<file path="config.mk">
export PLATFORM = sky130hd
export DESIGN_NAME = check_sweeper
export DESIGN_NICKNAME = d
export VERILOG_FILES = /design/src/rtl/check_sweeper.sv
export SDC_FILE = /design/constraint.sdc
export NUM_CORES = 1
export LEC_CHECK = 0
export BUFFER_PORTS_ARGS = -buffer_cell sky130_fd_sc_hd__buf_2
export CAP_MARGIN = 20
export CORE_MARGIN = 4
export CORE_UTILIZATION = 30
export CTS_CLUSTER_SIZE = 20
export DETAILED_ROUTE_END_ITERATION = 7
export PLACE_DENSITY = 0.78
export SETUP_SLACK_MARGIN = 0.05
export SLEW_MARGIN = 20
export SYNTH_ARGS = -nofsm -noshare
export SYNTH_HDL_FRONTEND = slang
export SYNTH_SLANG_ARGS = --single-unit
</file>
<file path="constraint.sdc">
create_clock -name clk -period 2.3 [get_ports clk]
set_clock_uncertainty 0.2 [all_clocks]
set_input_delay 0.46 -clock clk [delete_from_list [all_inputs] [get_ports clk]]
set_output_delay 0.46 -clock clk [all_outputs]
set_load 0.05 [all_outputs]
</file>
<file path="src/rtl/check_sweeper.sv">
// Walks the enabled expected-value channels in ascending order, supplying the
// snoop address and the compare result for the current channel.
module check_sweeper
#(
  parameter int ADDR_W   = 9,
  parameter int DATA_W   = 16,
  parameter int N_CHECKS = 4,
  parameter int IDX_W    = 2
) (
  input  logic                       clk,
  input  logic                       reset,
  input  logic                       load,
  input  logic                       advance,
  input  logic [N_CHECKS-1:0]        exp_en,
  input  logic [N_CHECKS*ADDR_W-1:0] exp_addr,
  input  logic [N_CHECKS*DATA_W-1:0] exp_data,
  input  logic [DATA_W-1:0]          mem_rdata,
  output logic [IDX_W-1:0]           idx,
  output logic                       any_en,
  output logic                       more,
  output logic                       mismatch,
  output logic [ADDR_W-1:0]          rd_addr
);

  logic [IDX_W-1:0] first_idx;
  logic [IDX_W-1:0] next_idx;

  // Disabled channels are skipped combinationally so they cost no cycles.
  always_comb begin
    any_en    = 1'b0;
    more      = 1'b0;
    first_idx = '0;
    next_idx  = '0;
    for (int unsigned i = 0; i < N_CHECKS; i++) begin
      if (exp_en[i] && !any_en) begin
        any_en    = 1'b1;
        first_idx = IDX_W'(i);
      end
      if (exp_en[i] && !more && (IDX_W'(i) > idx)) begin
        more     = 1'b1;
        next_idx = IDX_W'(i);
      end
    end
  end

  assign rd_addr  = exp_addr[idx*ADDR_W +: ADDR_W];
  assign mismatch = (mem_rdata != exp_data[idx*DATA_W +: DATA_W]);

  always_ff @(posedge clk or posedge reset) begin
    if (reset) begin
      idx <= '0;
    end else if (load) begin
      idx <= first_idx;
    end else if (advance) begin
      idx <= next_idx;
    end
  end

endmodule

</file>
==> flow_metrics.py <==
metrics = {
    "drt": {
        "ant_nets": 0,
        "drcViolationCount": 0,
        "dr_total_vias": 1376,
        "drt_iter0_drc": 53,
        "wirelength_mm": 4.350,
        "drtPass1Iterations": 4,
        "wl_per_cell_um": 16.05,
        "avgViaCountPerCell": 5.077,
    },
    "clocking": {
        "clk_latency_ns": 0.22,
        "cts_tree": "yes",
        "cts-root-buf": "clkbuf_4",
        "htreeDepth": 1,
        "cts_made_buffers": 3,
        "cts_sinks": 2,
        "clk_pin_slew_worst_paths_ns": 0.03,
        "clk_path_buf_depth": 2,
    },
    "run_status": {
        "violations": "setup timing",
        "outcome": "finished, violations left",
    },
    "min_path": {
        "hold_path_class": "primary input to register",
    },
    "placement": {
        "place_hpwl_mm": 3.917,
        "place_congestion": 0.8034,
        "post_dp_cell_area_um2": 1763,
        "placed_cells": 263,
        "port_buffers": 137,
    },
    "logic_synthesis": {
        "yosysTopAreaCell": "mux4_2",
        "ys.flop_type": "dfrtp_1",
        "synth_area_leaders": "mux4_2 59%, xor2_1 15%, dfrtp_1 5.2%, nor4_1 2.6%, inv_1 2.0%",
        "syn_nets": 203,
        "synth_top_area_share": 0.5890,
        "postSynthCellCount": 79,
        "synth_edf_count": 0,
        "ys_seq_area_frac": 0.05236,
        "syn_avg_cell_area_um2": 12.10,
        "ys_ff_latch": 2,
        "synth.distinct_cells": 23,
        "async_reset_ff_frac": 1.000,
        "yosysWarnings": 0,
        "syn_area_um2": 955.9,
    },
    "sta": {
        "rsz0062_at_grt": "yes",
        "fin_ws_ns": -0.5327,
        "setup_viol": 4,
        "tightest_slew_ns": 0.2752,
        "maxSlewViolCount": 0,
        "period_share": 1.232,
        "holdWs_ns": 0.2659,
        "slew_headroom": 0.8149,
        "hold_viol": 0,
        "fin_crit_ns": 2.833,
        "tns_ns": -0.8304,
        "max_freq_mhz": 353.0,
    },
    "global_route": {
        "grt_pass1_vias": 1529,
        "grt_overflow": 0,
        "grt_pass1_wl_mm": 6.596,
        "gr-usage-all-layers": 0.2038,
        "antenna_found_initial": 0,
        "grt_max_degree": 12,
    },
    "layout": {
        "multi_input_area_um2": 864.6,
        "regMostFlops": "idx",
        "nets": 353,
        "final_core_util": 0.6127,
        "layout_commonest_cell": "buf_2",
        "seq_area_um2": 52.55,
        "reg.largest.list": "idx (2)",
        "num_antenna_cells": 0,
        "largest_register_ffs": 2,
        "stdcell_area_um2": 1871,
        "syn_to_final_growth_pct": 95.68,
        "nFillCells": 283,
        "final_cell_mix": "132 x buf_2, 25 x mux4_2, 16 x xor2_1",
        "fin_cells": 271,
        "drive_gt1_frac": 0.8018,
    },
    "critical_path": {
        "reg2reg_setup_slack_ns": 0.71,
        "cp.required_ns": 1.64,
        "critPathKind": "register to output pin",
        "worstPathArrival_ns": 2.17,
        "end_kind": "output pin",
        "start_kind": "register",
        "path_max_fanout": 7,
    },
    "die": {
        "die_area_um2": 4154,
        "io_pins": 138,
        "start_util": 0.3131,
        "dieWidth_um": 64.45,
        "die_y_um": 64.45,
        "rows": 20,
        "core_um2": 3053,
    },
    "pwr": {
        "switching_share": 0.4421,
        "pwr-share-seq": 0.072,
        "clock_power_share": 0.101,
        "powerDensity_nw_per_um2": 398.6,
        "p_leak_nw": 0.9500,
        "p_int_uw": 415.9,
        "ir_drop_uv": 282.4,
        "p_sw_uw": 329.6,
        "pwr-share-comb": 0.827,
    },
    "run": {
        "maxCapViolations": 0,
    },
}
==> final timing paths <==
path / from / end / cells past startpoint
worst max-delay path: idx[0] / mismatch / 7
worst min-delay path: advance / idx[1] / 2
worst max register to register: idx[1] / idx[0] / 5
worst min register to register: idx[0] / idx[0] / 3
max in group asynchronous: reset / idx[0] / 3
min in group asynchronous: reset / idx[1] / 3
==> cell type report <==
class | count | share of cell area
Inverter | 5 | 0.01003
Tap cell | 44 | 0.02943
Timing Repair Buffer | 151 | 0.4582
Sequential cell | 2 | 0.02809
Clock buffer | 3 | 0.01204
Multi-Input combinational cell | 66 | 0.4622
==> cells in the mapped netlist (2+ instances only) <==
library cell	count
a21oi_1	3
buf_1	2
dfrtp_1	2
inv_1	5
mux4_2	25
nor2_1	3
nor2b_1	2
nor4_1	4
o21ai_0	2
o22ai_1	2
o31ai_1	2
xor2_1	16
==> stage by stage <==
step,power (mW),worst slack [ns]
final,0.7455,-0.5327
after global routing,0.7973,-0.6430
after CTS,0.7452,-0.5839
after detailed placement,0.6356,-0.3713
after global placement,0.6224,-0.3514
after floorplan,0.4416,-0.5378
==> layer usage <==
layer / wire [µm] / GRT usage / up-vias
met2: 2372 / 0.3943 / 86
met5: 0 / 0 / -
met4: 184 / 0.1293 / 0
li1: - / - / 628
met1: 1355 / 0.1945 / 642
met3: 438 / 0.03640 / 20
==> cell families after synthesis <==
group / count (synthesis) / synth area share
compound gates: 12 / 0.07984
mux: 25 / 0.5890
xor+xnor: 16 / 0.1466
flops: 2 / 0.05236
simple gates: 13 / 0.07592
buf+inv: 11 / 0.05628
==> power groups by stage <==
stage | Sequential, mW | Combinational, mW | Clock, mW
floorplan | 0.0625 | 0.379 | 0
global placement | 0.0539 | 0.569 | 0
detailed placement | 0.0545 | 0.581 | 0
CTS | 0.0542 | 0.611 | 0.0799
global route | 0.0558 | 0.659 | 0.0823
finish | 0.0540 | 0.616 | 0.0753
==> critical path, cell delays in order, from the launching register on <==
cell and delay, ns:
dfrtp_2 0.39, buf_12 0.13, mux4_2 0.50, xor2_1 0.15
nor4_1 0.31, buf_4 0.16, nand4_1 0.11, buf_6 0.19
==> timing repair <==
action	4_1_cts	5_1_grt
setup buffers	3	1
hold buffers	1	0
setup endpoints to repair	9	11
pin swaps	1	1
resized for setup	10	3
endpoints found under the hold margin	2	0
Note: power is estimated with default switching activity, not from simulation.
